`src/rtl/pwm_ramp_ctrl.sv`:
```
// Write-port sequencer for the 8-channel PWM register block: configures every
// channel on start, then slews each duty toward its host target by <= STEP per tick.
module pwm_ramp_ctrl #(
    parameter int unsigned CLK_DIV  = 50000,
    parameter int unsigned PERIOD   = 1000000,
    parameter int unsigned STEP     = 500,
    parameter int unsigned DUTY_RST = 75000,
    parameter int unsigned DMIN     = 50000,
    parameter int unsigned DMAX     = 100000
) (
    input  logic        clk,
    input  logic        res,
    input  logic        start,
    input  logic        stop,
    input  logic        cmd_valid,
    output logic        cmd_ready,
    input  logic [2:0]  cmd_ch,
    input  logic [31:0] cmd_target,
    output logic        busy,
    output logic [7:0]  settled,
    output logic        pwm_wr,
    output logic [31:0] pwm_addr,
    output logic [31:0] pwm_data
);

    typedef enum logic [2:0] {S_IDLE, S_INIT, S_RUN, S_SCAN, S_DIS} state_t;

    state_t      state, state_nxt;
    logic [2:0]  ch, ch_nxt;
    logic [1:0]  sub, sub_nxt;
    logic [31:0] presc, presc_nxt, presc_inc;
    logic        presc_tc;
    logic        stop_pend, stop_pend_nxt;
    logic [31:0] cur [8];
    logic [31:0] tgt [8];
    logic        wr_nxt;
    logic [31:0] addr_nxt, data_nxt;
    logic        scan_go;
    logic [2:0]  scan_k;
    logic        cur_upd;
    logic [31:0] cur_val;
    logic        cmd_fire;

    function automatic logic [31:0] ch_base(input logic [2:0] n);
        return 32'(n) * 32'd12;
    endfunction

    function automatic logic [31:0] ramp(input logic [31:0] c, input logic [31:0] t);
        logic [31:0] d;
        if (c < t) begin
            d = t - c;
            return (d > STEP) ? c + STEP : t;
        end else begin
            d = c - t;
            return (d > STEP) ? c - STEP : t;
        end
    endfunction

    function automatic logic [31:0] clamp(input logic [31:0] x);
        if (x < DMIN) return DMIN;
        if (x > DMAX) return DMAX;
        return x;
    endfunction

    assign presc_tc  = (presc == CLK_DIV - 1);
    assign presc_inc = presc_tc ? '0 : presc + 32'd1;
    assign cmd_fire  = cmd_valid && cmd_ready;

    // The write for the next cycle is computed one cycle ahead so that pwm_*
    // lines up with the state/slot that owns it.
    always_comb begin
        state_nxt     = state;
        ch_nxt        = ch;
        sub_nxt       = sub;
        presc_nxt     = presc;
        stop_pend_nxt = stop_pend;
        wr_nxt        = 1'b0;
        addr_nxt      = '0;
        data_nxt      = '0;
        scan_go       = 1'b0;
        scan_k        = '0;
        cur_upd       = 1'b0;
        cur_val       = '0;
        case (state)
            S_IDLE: begin
                presc_nxt     = '0;
                stop_pend_nxt = 1'b0;
                if (start) begin
                    state_nxt = S_INIT;
                    ch_nxt    = '0;
                    sub_nxt   = '0;
                    wr_nxt    = 1'b1;
                    addr_nxt  = ch_base(3'd0) + 32'd8;
                    data_nxt  = PERIOD;
                end
            end
            S_INIT: begin
                if (ch == 3'd7 && sub == 2'd2) begin
                    state_nxt = S_RUN;
                    presc_nxt = '0;
                end else begin
                    if (sub == 2'd2) begin
                        ch_nxt  = ch + 3'd1;
                        sub_nxt = '0;
                    end else begin
                        sub_nxt = sub + 2'd1;
                    end
                    wr_nxt = 1'b1;
                    case (sub_nxt)
                        2'd0: begin
                            addr_nxt = ch_base(ch_nxt) + 32'd8;
                            data_nxt = PERIOD;
                        end
                        2'd1: begin
                            addr_nxt = ch_base(ch_nxt) + 32'd4;
                            data_nxt = cur[ch_nxt];
                        end
                        default: begin
                            addr_nxt = ch_base(ch_nxt);
                            data_nxt = 32'd1;
                        end
                    endcase
                end
            end
            S_RUN: begin
                presc_nxt = presc_inc;
                if (stop) begin
                    state_nxt     = S_DIS;
                    ch_nxt        = '0;
                    stop_pend_nxt = 1'b0;
                    wr_nxt        = 1'b1;
                    addr_nxt      = ch_base(3'd0);
                    data_nxt      = '0;
                end else if (presc_tc) begin
                    state_nxt = S_SCAN;
                    ch_nxt    = '0;
                    scan_go   = 1'b1;
                    scan_k    = '0;
                end
            end
            S_SCAN: begin
                presc_nxt = presc_inc;
                if (stop) stop_pend_nxt = 1'b1;
                if (ch == 3'd7) begin
                    if (stop || stop_pend) begin
                        state_nxt     = S_DIS;
                        ch_nxt        = '0;
                        stop_pend_nxt = 1'b0;
                        wr_nxt        = 1'b1;
                        addr_nxt      = ch_base(3'd0);
                        data_nxt      = '0;
                    end else begin
                        state_nxt = S_RUN;
                    end
                end else begin
                    ch_nxt  = ch + 3'd1;
                    scan_go = 1'b1;
                    scan_k  = ch + 3'd1;
                end
            end
            S_DIS: begin
                presc_nxt = '0;
                if (ch == 3'd7) begin
                    state_nxt = S_IDLE;
                end else begin
                    ch_nxt   = ch + 3'd1;
                    wr_nxt   = 1'b1;
                    addr_nxt = ch_base(ch_nxt);
                    data_nxt = '0;
                end
            end
            default: state_nxt = S_IDLE;
        endcase

        if (scan_go && (cur[scan_k] != tgt[scan_k])) begin
            cur_upd  = 1'b1;
            cur_val  = ramp(cur[scan_k], tgt[scan_k]);
            wr_nxt   = 1'b1;
            addr_nxt = ch_base(scan_k) + 32'd4;
            data_nxt = cur_val;
        end
    end

    always_ff @(posedge clk or negedge res) begin
        if (!res) begin
            state     <= S_IDLE;
            ch        <= '0;
            sub       <= '0;
            presc     <= '0;
            stop_pend <= 1'b0;
            pwm_wr    <= 1'b0;
            pwm_addr  <= '0;
            pwm_data  <= '0;
            busy      <= 1'b0;
            cmd_ready <= 1'b0;
        end else begin
            state     <= state_nxt;
            ch        <= ch_nxt;
            sub       <= sub_nxt;
            presc     <= presc_nxt;
            stop_pend <= stop_pend_nxt;
            pwm_wr    <= wr_nxt;
            pwm_addr  <= addr_nxt;
            pwm_data  <= data_nxt;
            busy      <= (state_nxt == S_INIT) || (state_nxt == S_SCAN) || (state_nxt == S_DIS);
            cmd_ready <= (state_nxt == S_IDLE) || (state_nxt == S_RUN) || (state_nxt == S_SCAN);
        end
    end

    always_ff @(posedge clk or negedge res) begin
        if (!res) begin
            for (int unsigned i = 0; i < 8; i++) begin
                cur[i[2:0]] <= DUTY_RST;
                tgt[i[2:0]] <= DUTY_RST;
            end
            settled <= '1;
        end else begin
            if (cur_upd) cur[scan_k] <= cur_val;
            if (cmd_fire) tgt[cmd_ch] <= clamp(cmd_target);
            for (int unsigned i = 0; i < 8; i++) begin
                settled[i[2:0]] <= (cur[i[2:0]] == tgt[i[2:0]]);
            end
        end
    end

endmodule
```
`config.mk`:
```
export PLATFORM = sky130hd
export DESIGN_NAME = pwm_ramp_ctrl
export DESIGN_NICKNAME = d
export VERILOG_FILES = /design/src/rtl/pwm_ramp_ctrl.sv
export SDC_FILE = /design/constraint.sdc
export NUM_CORES = 2
export LEC_CHECK = 0
export BUFFER_PORTS_ARGS = -buffer_cell sky130_fd_sc_hd__buf_2
export CAP_MARGIN = 40
export CORE_MARGIN = 3
export CORE_UTILIZATION = 25
export DETAILED_ROUTE_END_ITERATION = 12
export GPL_TIMING_DRIVEN = 1
export PLACE_DENSITY = 0.44
export SLEW_MARGIN = 25
export SYNTH_ARGS = -nofsm -noshare
export SYNTH_HDL_FRONTEND = slang
export SYNTH_SLANG_ARGS = --single-unit
```
`constraint.sdc`:
```
create_clock -name clk -period 10.5 [get_ports clk]
set_clock_uncertainty 0.1 [all_clocks]
set_input_delay 0.525 -clock clk [delete_from_list [all_inputs] [get_ports clk]]
set_output_delay 0.525 -clock clk [all_outputs]
set_load 0.02 [all_outputs]
```
==> impl_metrics.tcl <==
set metrics [dict create \
    outcome "complete, no violations" \
    vias 32883 \
    power.internal_mw 5.319 \
    p_per_area_mw_per_mm2 220.4 \
    critPathSlowestCell "mux2i_1" \
    layout-drive-gt1-share 0.2080 \
    timing.fmax_mhz 107.4 \
    critPathLaunchType "flip-flop" \
    synth_edf_count 0 \
    cp-end-kind "flip-flop" \
    synth_top_area_frac 0.3067 \
    cp.arrival_ns 9.73 \
    hold_viol 0 \
    fin_crit_ns 9.310 \
    critPathMaxFanout 47 \
    crit_chain "ha_1 > ha_1 > nand4bb_1 > nor2_4 > buf_12 > buf_12 > mux4_2 > mux2i_1 > inv_1 > ha_1 > nand2_1 > nor2_1 > nand2_1 > nor4_1 > mux2_2 > a2111oi_0 > nand4_1 > nor4_4 > buf_4 > a21oi_1 > buf_4 > nor2_1 > buf_4 > o31ai_1" \
    synthTopCellsByCount "nand2_1 (649), dfrtp_1 (466), o21ai_0 (269), xor2_1 (268), clkbuf_1 (193)" \
    critPathBufInv 6 \
    required_ns 10.92 \
    routed_wirelength_um 176400 \
    worst-slew-pin-transition_ns 0.9316 \
    slew_headroom 0.3732 \
    cp_top_family "simple AND/OR/NAND/NOR gates" \
    io_pins 115 \
    leakagePower_nw 20.68 \
    placementRows 142 \
    drtAntennaViolNets 0 \
    viasPerCell 5.410 \
    cts_buffers 76 \
    root_buffer "clkbuf_16" \
    avgSynthCellArea_um2 9.661 \
    syn_inst 3935 \
    dr.pass1.iters 5 \
    dieArea_mm2 0.1568 \
    htreeDepth 3 \
    ys_seq_area_frac 0.4007 \
    cts_tree "built" \
    worstSkewPairLatency_ns 0.70 \
    crit_path_max_incr_delay_ns 0.72 \
    synth-warning-count 0 \
    die_h_um 396.0 \
    gp_congestion 0.9425 \
    finalSetupViolCount 0 \
    power_mw 9.658 \
    yosysTopAreaCell "dfrtp_1" \
    maxCapViolations 0 \
    initial_utilization 0.2526 \
    track_usage 0.2210 \
    peakVddDrop_mv 0.1744 \
    yosysUniqueCellTypes 93 \
    antenna_found_initial 9 \
    seqPwrFrac 0.291 \
    comb_power_share 0.432 \
    p_sw_mw 4.339 \
    fin_tns_setup_ns 0 \
    dpl.hpwl_um 128900 \
    drc 0 \
    area_growth_pct 15.27 \
    clk_path_buf_depth 3 \
    drv_slew 0 \
    synthTopCellsByArea "dfrtp_1 (31%), dfstp_2 (9.4%), mux4_2 (7.1%)" \
    clock_power_share 0.278 \
    clock_sinks 602 \
    route.detailed.wl_per_inst_um 29.03 \
    synthArstFlopShare 1.000 \
    nets 4118 \
    drtIter0Drc 3747 \
    period_share 0.8867 \
    coreArea_mm2 0.1505 \
    netlist_area_mm2 0.03802 \
    rsz0062_at_grt "false" \
    io_buffers 88 \
    crit_type "flip-flop to flip-flop" \
    grt_pass1_wl_um 250400 \
    synth_ff_type "dfrtp_1" \
    die_w_um 396.0 \
    clkTransAtPathRegs_ns 0.06 \
    hp-class "input pin to flip-flop" \
    gr-total-overflow 0 \
    synth.most_common_cell "nand2_1" \
    grt_pass1_vias 31500 \
    synth_seq_cells 602 \
    grt_max_degree 137 \
    swShare 0.4493 \
]
-- cells by family (layout without fill, tap and decap cells) --
logic type | after synthesis | after routing | share of synthesized area
and+or+nand+nor | 1351 | 1351 | 0.1667
AOI/OAI and AO/OA | 826 | 826 | 0.1441
DFF | 602 | 602 | 0.4007
muxes | 376 | 376 | 0.1447
buffers and inverters | 374 | 472 | 0.04157
xor gates and xnor gates | 322 | 322 | 0.07418
adders and majority gates | 83 | 83 | 0.02791
other | 1 | 30 | 0.00009864
-- worst min-delay path, stage by stage --
cell and delay (ns):
buf_2 0.10, o21ai_1 0.10, o21ai_0 0.17
-- layout by cell type, fill, tap and decap left out, types with 13 or more instances in the layout --
cell,n
a21o_1,32
or3_1,14
xnor2_1,53
clkbuf_16,78
nor4_1,81
a21oi_1,137
o21a_1,15
mux2_2,173
nand4_1,49
o31ai_1,80
buf_2,89
mux2_1,16
mux4_2,120
inv_1,93
dfrtp_1,466
conb_1,26
nor2_1,133
o221ai_1,13
and3_1,58
a31oi_1,43
xor2_1,268
mux2i_1,67
a22o_1,14
o2bb2ai_1,13
nor3_1,50
a311oi_1,34
nand3_1,121
clkbuf_1,24
dfstp_2,136
o21bai_1,21
ha_1,80
buf_12,15
nand2_1,635
clkbuf_8,14
buf_4,113
o21ai_0,269
and2_1,134
-- per-layer routing --
| layer | routed length, µm | global-route usage |
|---|---|---|
| met5 | 0 | 0 |
| met4 | 8595 | 0.09856 |
| met3 | 13310 | 0.03779 |
| met2 | 76240 | 0.3298 |
| met1 | 78280 | 0.3120 |
-- timing repair --
item                                    in CTS  in global routing
hold endpoints to repair                    48                  0
endpoints found under the setup margin       0                  0
hold buffers                                 1                  0
setup buffers                                0                  0
gates resized for setup                      0                  0
-- sequential cells by signal (all words and copies together) (netlist names), 2 cells and up --
register  cells
settled       8
ch            3
pwm_data     32
presc        32
sub           2
cur         256
state         3
tgt         256
pwm_addr      6
-- power groups by stage --
stage                     Combinational [mW]  Clock [mW]  Sequential [mW]
after global placement                  4.08           0             2.84
after detailed placement                4.07           0             2.84
after floorplan                         2.38           0             2.78
after CTS                               4.09        2.75             2.80
final                                   4.17        2.68             2.81
after global routing                    4.41        2.83             2.82
-- per-stage QoR --
stage / hold WS, ns / cell area [µm²] / setup WS (ns) / util / instances
6_report: 0.1596 / 43820 / 1.190 / 0.2912 / 6078
3_5_place_dp: 0.3844 / 41270 / 1.219 / 0.2742 / 5925
5_1_grt: 0.2167 / 43810 / 0.8304 / 0.2911 / 6074
2_1_floorplan: 0.1294 / 38110 / 2.333 / - / 3960
3_3_place_gp: 0.3825 / 41090 / 1.102 / 0.2730 / 5911
4_1_cts: 0.1305 / 43760 / 1.080 / 0.2908 / 6067
-- final timing paths --
path	startpoint	slack, ns	end	depth (start not counted)
min in group asynchronous	res	0.33	tgt[15]$_DFFE_PN0P_	2
hold / removal	cmd_target[5]	0.16	tgt[69]$_DFFE_PN1P_	3
max in group asynchronous	res	7.99	pwm_data[27]$_DFF_PN0_	4
hold reg to reg	tgt[13]$_DFFE_PN1P_	0.39	tgt[13]$_DFFE_PN1P_	2
setup / recovery	ch[0]$_DFFE_PN0P_	1.19	cur[107]$_DFFE_PN0P_	24
setup reg to reg	ch[0]$_DFFE_PN0P_	1.19	cur[107]$_DFFE_PN0P_	24
-- area by class of cell --
class	count	area, µm²
diodes	4	10.01
clock buffers	116	2235
clock inverters	25	244.0
fillers	15943	106700
inverters	101	386.6
multi-input cells	2984	21420
flip-flops and latches	602	15230
well taps	2016	2522
repair buffers	230	1772
Note: power is estimated with default switching activity, not from simulation.
